### src/rtl/image_sched.sv
// image_sched: layer scheduler between the host config bus and image_read.
// Latches a layer descriptor from the host. On start it replays the descriptor
// into image_read's config registers, then issues one ir_next per pass and
// counts passes by watching the accepted last image beat.
// Ports:
//   clk, rst (async, active low)
//   cfg_data/cfg_addr/cfg_valid   host descriptor writes (accepted in IDLE)
//   start, abort                  layer control
//   busy, done, pass_cnt          status
//   ir_cfg_data/addr/valid        config writes to image_read
//   ir_next, ir_next_rdy          pass request handshake
//   ir_image_last/val/rdy         monitored image stream
module image_sched #(
    parameter int                    CFG_DWIDTH    = 32,
    parameter int                    CFG_AWIDTH    = 5,
    parameter logic [CFG_AWIDTH-1:0] CFG_IS_IMG_W  = 5'd16,
    parameter logic [CFG_AWIDTH-1:0] CFG_IS_IMG_DH = 5'd17,
    parameter logic [CFG_AWIDTH-1:0] CFG_IS_PAD    = 5'd18,
    parameter logic [CFG_AWIDTH-1:0] CFG_IS_CONV   = 5'd19,
    parameter logic [CFG_AWIDTH-1:0] CFG_IS_PASS   = 5'd20,
    parameter logic [CFG_AWIDTH-1:0] IR_IMG_W      = 5'd0,
    parameter logic [CFG_AWIDTH-1:0] IR_IMG_DH     = 5'd1,
    parameter logic [CFG_AWIDTH-1:0] IR_PAD        = 5'd2,
    parameter logic [CFG_AWIDTH-1:0] IR_CONV       = 5'd3,
    parameter int                    PASS_WIDTH    = 16
) (
    input  logic                  clk,
    input  logic                  rst,
    input  logic [CFG_DWIDTH-1:0] cfg_data,
    input  logic [CFG_AWIDTH-1:0] cfg_addr,
    input  logic                  cfg_valid,
    input  logic                  start,
    input  logic                  abort,
    output logic                  busy,
    output logic                  done,
    output logic [PASS_WIDTH-1:0] pass_cnt,
    output logic [CFG_DWIDTH-1:0] ir_cfg_data,
    output logic [CFG_AWIDTH-1:0] ir_cfg_addr,
    output logic                  ir_cfg_valid,
    output logic                  ir_next,
    input  logic                  ir_next_rdy,
    input  logic                  ir_image_last,
    input  logic                  ir_image_val,
    input  logic                  ir_image_rdy
);

    typedef enum logic [2:0] {S_IDLE, S_CFG, S_ISSUE, S_RUN, S_DONE} state_t;

    state_t                state, state_n;
    logic [1:0]            idx, idx_n, rep_sel;
    logic [CFG_DWIDTH-1:0] sh_w, sh_dh, sh_pad, sh_conv;
    logic [CFG_DWIDTH-1:0] sh_w_n, sh_dh_n, sh_pad_n, sh_conv_n;
    logic [PASS_WIDTH-1:0] sh_pass, sh_pass_n, pass_cnt_n;
    logic [CFG_DWIDTH-1:0] rep_data, cfg_data_n;
    logic [CFG_AWIDTH-1:0] rep_addr, cfg_addr_n;
    logic                  cfg_valid_n, next_n, busy_n, done_n;
    logic                  host_wr, beat_last;
    logic [PASS_WIDTH:0]   pass_inc, pass_tgt;

    assign host_wr   = cfg_valid && (state == S_IDLE);
    assign beat_last = ir_image_val && ir_image_rdy && ir_image_last;
    // One extra bit so that P = all-ones means 2^PASS_WIDTH passes, not zero.
    assign pass_inc  = {1'b0, pass_cnt} + (PASS_WIDTH+1)'(1);
    assign pass_tgt  = {1'b0, sh_pass} + (PASS_WIDTH+1)'(1);

    // Shadow next-values; replay reads these so a host write landing on the
    // start edge is already visible to the first config write.
    always_comb begin
        sh_w_n    = sh_w;
        sh_dh_n   = sh_dh;
        sh_pad_n  = sh_pad;
        sh_conv_n = sh_conv;
        sh_pass_n = sh_pass;
        if (host_wr) begin
            if (cfg_addr == CFG_IS_IMG_W)  sh_w_n    = cfg_data;
            if (cfg_addr == CFG_IS_IMG_DH) sh_dh_n   = cfg_data;
            if (cfg_addr == CFG_IS_PAD)    sh_pad_n  = cfg_data;
            if (cfg_addr == CFG_IS_CONV)   sh_conv_n = cfg_data;
            if (cfg_addr == CFG_IS_PASS)   sh_pass_n = cfg_data[PASS_WIDTH-1:0];
        end
    end

    always_comb begin
        rep_data = sh_w_n;
        rep_addr = IR_IMG_W;
        case (rep_sel)
            2'd1:    begin rep_data = sh_dh_n;   rep_addr = IR_IMG_DH; end
            2'd2:    begin rep_data = sh_pad_n;  rep_addr = IR_PAD;    end
            2'd3:    begin rep_data = sh_conv_n; rep_addr = IR_CONV;   end
            default: begin rep_data = sh_w_n;    rep_addr = IR_IMG_W;  end
        endcase
    end

    always_comb begin
        state_n     = state;
        idx_n       = idx;
        rep_sel     = idx + 2'd1;
        pass_cnt_n  = pass_cnt;
        cfg_valid_n = 1'b0;
        cfg_addr_n  = ir_cfg_addr;
        cfg_data_n  = ir_cfg_data;
        next_n      = 1'b0;
        if (abort) begin
            state_n = S_IDLE;
        end else begin
            case (state)
                S_IDLE: if (start) begin
                    state_n     = S_CFG;
                    idx_n       = 2'd0;
                    rep_sel     = 2'd0;
                    pass_cnt_n  = '0;
                    cfg_valid_n = 1'b1;
                    cfg_addr_n  = rep_addr;
                    cfg_data_n  = rep_data;
                end
                // idx is the write currently on the bus
                S_CFG: if (idx == 2'd3) begin
                    state_n = S_ISSUE;
                end else begin
                    idx_n       = idx + 2'd1;
                    cfg_valid_n = 1'b1;
                    cfg_addr_n  = rep_addr;
                    cfg_data_n  = rep_data;
                end
                S_ISSUE: if (ir_next_rdy) begin
                    next_n  = 1'b1;
                    state_n = S_RUN;
                end
                S_RUN: if (beat_last) begin
                    pass_cnt_n = pass_inc[PASS_WIDTH-1:0];
                    state_n    = (pass_inc == pass_tgt) ? S_DONE : S_ISSUE;
                end
                S_DONE:  state_n = S_IDLE;
                default: state_n = S_IDLE;
            endcase
        end
        busy_n = (state_n != S_IDLE);
        done_n = (state_n == S_DONE);
    end

    always_ff @(posedge clk or negedge rst) begin
        if (!rst) begin
            state        <= S_IDLE;
            idx          <= '0;
            sh_w         <= '0;
            sh_dh        <= '0;
            sh_pad       <= '0;
            sh_conv      <= '0;
            sh_pass      <= '0;
            pass_cnt     <= '0;
            busy         <= 1'b0;
            done         <= 1'b0;
            ir_cfg_valid <= 1'b0;
            ir_cfg_addr  <= '0;
            ir_cfg_data  <= '0;
            ir_next      <= 1'b0;
        end else begin
            state        <= state_n;
            idx          <= idx_n;
            sh_w         <= sh_w_n;
            sh_dh        <= sh_dh_n;
            sh_pad       <= sh_pad_n;
            sh_conv      <= sh_conv_n;
            sh_pass      <= sh_pass_n;
            pass_cnt     <= pass_cnt_n;
            busy         <= busy_n;
            done         <= done_n;
            ir_cfg_valid <= cfg_valid_n;
            ir_cfg_addr  <= cfg_addr_n;
            ir_cfg_data  <= cfg_data_n;
            ir_next      <= next_n;
        end
    end

endmodule
### config.mk
export PLATFORM = sky130hd
export DESIGN_NAME = image_sched
export DESIGN_NICKNAME = d
export VERILOG_FILES = /design/src/rtl/image_sched.sv
export SDC_FILE = /design/constraint.sdc
export NUM_CORES = 1
export LEC_CHECK = 0
export CORE_ASPECT_RATIO = 0.6
export CORE_MARGIN = 2
export CORE_UTILIZATION = 35
export DETAILED_ROUTE_END_ITERATION = 8
export GPL_TIMING_DRIVEN = 0
export PLACE_DENSITY = 0.61
export SYNTH_ARGS = -nofsm -noshare
export SYNTH_HDL_FRONTEND = slang
export SYNTH_SLANG_ARGS = --single-unit
### constraint.sdc
create_clock -name clk -period 4.3 [get_ports clk]
set_input_delay 0.86 -clock clk [delete_from_list [all_inputs] [get_ports clk]]
set_output_delay 0.86 -clock clk [all_outputs]
set_load 0.005 [all_outputs]
==> results.md, run 1 <==
* Worst setup EP type: flop
* Post-synth EDFFs at 0
* Via/cell ratio at ~5.2
* Syn avg cell area at ~12 sq um
* DR iter-0 viols at 477
* CTS buffer count at 21
* Fin crit share at between 70% and 80%
* Final hold viol count at 0
* Area Overhead vs Synth at 23.17%
* Synth Register Bits at 203
* R2R Setup Slk at 1330 ps
* Status: completed
* Hpwl dp at roughly 17 mm
* Maximum VDD drop at 0.0002668 V
* Fin Hold WS at 393.6 ps
* Startpoint types: input pin
* Root Driver: clkbuf_16
* Via count at 6674
* Post-DRT Antenna Nets at 0
* Initial antenna violation count at 0
* Gpl congestion at 0.8829
* H-tree depth at 1
* CP most frequent cell: o21ai_1
* Yosys warnings at 0
* Slew Viols, Final at 0
* Share of layout cells above drive strength 1 at approximately a quarter
* Routed wire per std cell at 19.71 um
* Cells after Synth at slightly below 800
* Chip height at 130.4 um
* Port Buffer Count at 99
* Leading area contributor after synthesis: dfrtp_1
* RR Endpoint: ir_cfg_data[18]
* Fin crit period at 3232 ps
* Worst skew pair latency at 490 ps
* Hold_buf cts at 0
* Worst reg-to-reg path cell count at 9
* CP Max Fanout at 10
* Worst slew margin at between 40 and 50%
* Largest net degree at the start of global routing at approximately 110
* Cell area power density at around 550 mW/mm^2
* # diodes at 0
* Post-synth top area share at about 54%
* Bufs and invs on worst path at 3
* Nets at ~960
* Die width at 214.7 um
* Sequential cell area at approximately 0.0051 sq mm
* Core area at 0.02630 sq mm
* Layout Utilization at 43.65%
* Tightest Hold Check Type: in -> async
* Global-route wire length before repair at between 30 and 40 mm
* Worst path max stage delay at a little over 500 ps
* Asr flop ratio synth at 100.0%
* Cell Chain, Critical Path: clkdlybuf4s50_1, or3_1, o21ai_1, inv_1, nor2_1, clkbuf_1, a31o_2, o22ai_1, o21ai_1
* Worst-case clock buffer depth at 3
* Critical path type: in -> reg
* CP delay by family, top: buffers and inverters
* Overall track demand over capacity in global routing at 18.07%
* WL final at 25.15 mm
* Vias in the first global route at 6591
* Worst-margin pin slew at between 700 and 800 ps
* Post-synthesis cell type count at 50
* Top Ports at about 100
* Clock slew at reported path FFs at 60 ps
* LEAKAGE at between 5 and 6 nW
* Setup violators final at 0
* RSZ-0062 raised after global routing: no
* Worst Path Arrival at 3650 ps
* Area contributors post-synth: dfrtp_1 54%, mux2_2 16%, nand2_1 3.2%
* Drt drc at 0
* Syn Std Cell Area at 0.009321 sq mm
* Setup bufs post-CTS at 0
* Top FF cell, synth: dfrtp_1
* GR Overflow Total at 0
* CTS tree: done
* RR Startpoint: state[0]
* Die area at 0.02800 sq mm
* Layout Skew at 7.813 ps
* Clock tree sinks at 203
* Site Rows at 46
* Initial Util at between 30% and 40%
* Pre-Repair DR Iteration Count at 8
* Area of the multi-input gates at about 0.004 sq mm
* Critical Path RT at 4720 ps
* # resized after CTS at 0
* Post-synthesis sequential area ratio at 54.50%
* FMAX at 309.5 MHz
* Max-Cap Viols at 0
* Filler cells at 2482
* CP max-delay cell: clkbuf_1
[sequential cells by signal, summed over array words and instances, names as in the netlist]
| register | cells |
|---|---|
| sh_w | 32 |
| sh_pad | 32 |
| busy | 1 |
| sh_pass | 16 |
| sh_dh | 32 |
| ir_cfg_data | 32 |
| idx | 2 |
| pass_cnt | 16 |
| sh_conv | 32 |
| done | 1 |
| ir_next | 1 |
| ir_cfg_valid | 1 |
| ir_cfg_addr | 2 |
| state | 3 |
[kinds of logic after synthesis]
group                      synth area share [%]
other                                   0.04023
xor gates and xnor gates                  4.027
AOI/OAI and AO/OA                         12.38
buffers and inverters                     2.523
adders and majority gates                0.4027
and+or+nand+nor                           8.631
muxes                                     17.50
DFF                                       54.50
[how the worst max path moves through the flow]
stage	slack (ps)	start	to	depth (start not counted)
after detailed placement	640	abort	ir_cfg_data[18]	9
after floorplan	1710	cfg_valid	ir_cfg_data[13]	9
final	1070	abort	ir_cfg_data[18]	9
after CTS	1140	abort	ir_cfg_data[18]	9
after global routing	970	abort	ir_cfg_data[18]	9
after global placement	-6430	rst	ir_cfg_data[21]	1
[cell usage in the layout (no fill, tap or decap), types with 11 or more instances in the layout]
| master | synthesis | final |
|---|---|---|
| dfrtp_1 | 203 | 203 |
| mux2_2 | 134 | 134 |
| clkdlybuf4s50_1 | 0 | 98 |
| nand2_1 | 80 | 80 |
| a22o_1 | 34 | 34 |
| clkbuf_1 | 31 | 32 |
| o21ai_1 | 32 | 32 |
| nor2_1 | 30 | 30 |
| xnor2_1 | 30 | 30 |
| o21ai_0 | 25 | 25 |
| a31o_2 | 21 | 21 |
| o22ai_1 | 21 | 21 |
| clkbuf_16 | 0 | 21 |
| a32o_1 | 12 | 12 |
| buf_2 | 11 | 11 |
| xor2_1 | 11 | 11 |
| nand3_1 | 11 | 11 |
[routing by layer]
| layer | global-route usage [%] | wire length, um |
|---|---|---|
| met5 | 0 | 0 |
| met4 | 2.941 | 306 |
| met2 | 25.45 | 10130 |
| met3 | 3.056 | 1440 |
| met1 | 29.01 | 13280 |
[where the power goes]
group	switching, mW	internal (mW)	leakage (nW)
logic	1.08	0.933	2.14
registers	0.191	2.32	2.67
clock network	0.734	1.09	0.340
[per-stage QoR]
| step | power (mW) | instances | worst slack (ps) | area, sq um | setup TNS (ps) |
|---|---|---|---|---|---|
| 6_report | 6.353 | 1276 | 1068 | 11480 | 0 |
| 5_1_grt | 6.697 | 1276 | 965.8 | 11480 | 0 |
| 4_1_cts | 6.388 | 1276 | 1137 | 11480 | 0 |
| 3_5_place_dp | 4.548 | 1243 | 641.0 | 10800 | 0 |
| 3_3_place_gp | 4.518 | 1242 | -6434 | 10770 | -1299840 |
| 2_1_floorplan | 3.680 | 783 | 1709 | 9329 | 0 |
[final cells by class]
cell class                 instances  area share, %
sequential                       203          44.25
multi-input combinational        525          34.96
timing repair buffer             100          8.915
clock buffer                      27          5.209
tap                              360          3.923
buffer                            49          1.853
clock inverter                     6         0.6975
inverter                           6         0.1962
[cells in the mapped netlist (2+ instances only)]
| cell type | n |
|---|---|
| nand4_1 | 8 |
| buf_1 | 3 |
| a21o_1 | 5 |
| a22o_1 | 34 |
| and3_1 | 6 |
| xnor2_1 | 30 |
| o21ai_1 | 32 |
| o31ai_1 | 4 |
| or3_1 | 3 |
| nand3b_1 | 4 |
| buf_4 | 4 |
| a32o_1 | 12 |
| buf_2 | 11 |
| ha_1 | 3 |
| a31o_2 | 21 |
| mux2_2 | 134 |
| a21oi_1 | 6 |
| nor2_1 | 30 |
| nand2_1 | 80 |
| clkbuf_1 | 31 |
| nor2b_1 | 2 |
| o21ai_0 | 25 |
| inv_1 | 6 |
| or2_2 | 3 |
| o22ai_1 | 21 |
| dfrtp_1 | 203 |
| xor2_1 | 11 |
| nand3_1 | 11 |
| mux2_1 | 10 |
| nor3_1 | 8 |
Note: power is estimated with default switching activity, not from simulation.
==> run 2: changes to the inputs <==
==> constraint.sdc (replaced) <==
create_clock -name clk -period 3.2 [get_ports clk]
set_input_delay 0.64 -clock clk [delete_from_list [all_inputs] [get_ports clk]]
set_output_delay 0.64 -clock clk [all_outputs]
set_load 0.005 [all_outputs]
==> run 2 against run 1 <==
- first-iteration DRC count decreased by 2.3%
- combinational power grew 35%
- core utilization is essentially flat
- routed wire length about the same
- worst setup slack got worse by 880 ps
- global-route usage unchanged
- via count hardly changed
- hold slack lost 220 ps
- die area unchanged
- sequential cell count unchanged
- non-clock buffer count did not move
- critical path depth did not move
- critical endpoint unchanged
==> results.md, run 2 (synthesized netlist as in run 1, its figures left out) <==
* Maximum VDD drop at 0.0003605 V
* Worst skew pair latency at 490 ps
* Worst slew margin at between 40% and 50%
* Critical path type: in -> reg
* Gpl congestion at 0.8829
* DR iter-0 viols at 466
* Via count at 6669
* Worst-case clock buffer depth at 3
* RSZ-0062 raised after global routing: no
* Via/cell ratio at roughly 5.2
* Worst Path Arrival at 3430 ps
* WL final at between 20 and 30 mm
* FMAX at 332.0 MHz
* Root Driver: clkbuf_16
* Worst-margin pin slew at 793.4 ps
* Filler cells at about 2500
* Top Ports at 103
* Share of layout cells above drive strength 1 at 23.69%
* Cell area power density at 743.4 mW/mm^2
* Die area at between 0.02 and 0.03 sq mm
* GR Overflow Total at 0
* CP Max Fanout at 10
* Area Overhead vs Synth at 23.19%
* Setup violators final at 0
* Chip height at 130.4 um
* Worst setup EP type: flop
* Pre-Repair DR Iteration Count at 8
* Final Cell Area at 0.01148 sq mm
* Site Rows at between 40 and 50
* Fin Hold WS at 173.6 ps
* Layout Utilization at 43.66%
* Largest net degree at the start of global routing at 112
* Port Buffer Count at 99
* Status: completed
* Filler-free cell count of the finished design at 1276
* LEAKAGE at 5.153 nW
* Tightest Hold Check Type: in -> async
* Drt drc at 0
* Met1 WL at approximately 13 mm
* CTS buffer count at 21
* # diodes at 0
* Hold_buf cts at 0
* Top layer in use: met4
* Final hold viol count at 0
* Critical Path RT at 3620 ps
* Slew Viols, Final at 0
* Setup WS post-layout at about 190 ps
* Nets at 955
* Met3 WL post-DR at 1.534 mm
* Core area at 0.02630 sq mm
* Post-DRT Antenna Nets at 0
* Routed wire per std cell at slightly below 20 um
* Vias in the first global route at between 6000 and 7000
* Post-placement cell area at 0.01080 sq mm
* # placed instances at between 1000 and 1500
* Die width at 214.7 um
* Fin crit share at 94.12%
* Commonest non-fill, non-tap cell in the layout: dfrtp_1
* Initial Util at a little over a third
* Layout Skew at 6.939 ps
* Most frequent cells in the layout: 203 x dfrtp_1, 134 x mux2_2, 98 x clkdlybuf4s50_1
* Tot Pwr at 8.537 mW
* Clock slew at reported path FFs at roughly 60 ps
* Max-Cap Viols at 0
* Setup TNS at 0 ps
* CTS tree: done
* Met2 routed wirelength at 10.15 mm
* Fin crit period at 3012 ps
* Initial antenna violation count at 0
* Worst reg-to-reg path cell count at 9
* Startpoint types: input pin
* Overall track demand over capacity in global routing at 18.07%
* Hpwl dp at 17.43 mm
* Global-route wire length before repair at 39.38 mm
* DP Worst Slack at -239.0 ps
* H-tree depth at 1
* Clock tree sinks at 203
## run 2: critical path, cell delays in order
cell and delay (ps):
clkdlybuf4s50_1 470, or3_1 450, o21ai_1 420, inv_1 110
nor2_1 350, clkbuf_1 510, a31o_2 200, o22ai_1 120
o21ai_1 160
## run 2: worst paths after layout
check	slack, ps	from	endpoint
min reg2reg	480	ir_cfg_data[11]	ir_cfg_data[11]
min	170	rst	sh_conv[7]
max reg2reg	230	state[0]	ir_cfg_data[18]
min in group clk	480	ir_cfg_data[11]	ir_cfg_data[11]
max	190	abort	ir_cfg_data[18]
max in group asynchronous	2020	rst	sh_conv[11]
## run 2: cell type report
type / instances / area [sq um] / area share, %
Sequential cell: 203 / 5080 / 44.24
Inverter: 6 / 22.52 / 0.1961
Timing Repair Buffer: 100 / 1023 / 8.913
Clock inverter: 6 / 80.08 / 0.6973
Buffer: 49 / 212.7 / 1.852
Clock buffer: 27 / 598.1 / 5.208
Multi-Input combinational cell: 525 / 4016 / 34.97
Tap cell: 360 / 450.4 / 3.922
## run 2: what timing repair did
item	in CTS	in global routing
setup endpoints to repair	0	1
hold endpoints to repair	0	0
gates resized for setup	0	1
buffers inserted	0	0
## run 2: power by group
part	internal (mW)	switching (mW)	leakage (nW)	total, mW
registers	3.12	0.256	2.67	3.38
clock network	1.46	0.984	0.340	2.45
logic	1.25	1.46	2.14	2.71
## run 2: layer usage
layer | global-route usage (%) | up-vias
li1 | - | 3069
met1 | 29.01 | 3381
met2 | 25.45 | 193
met3 | 3.056 | 26
met4 | 2.941 | 0
met5 | 0 | -
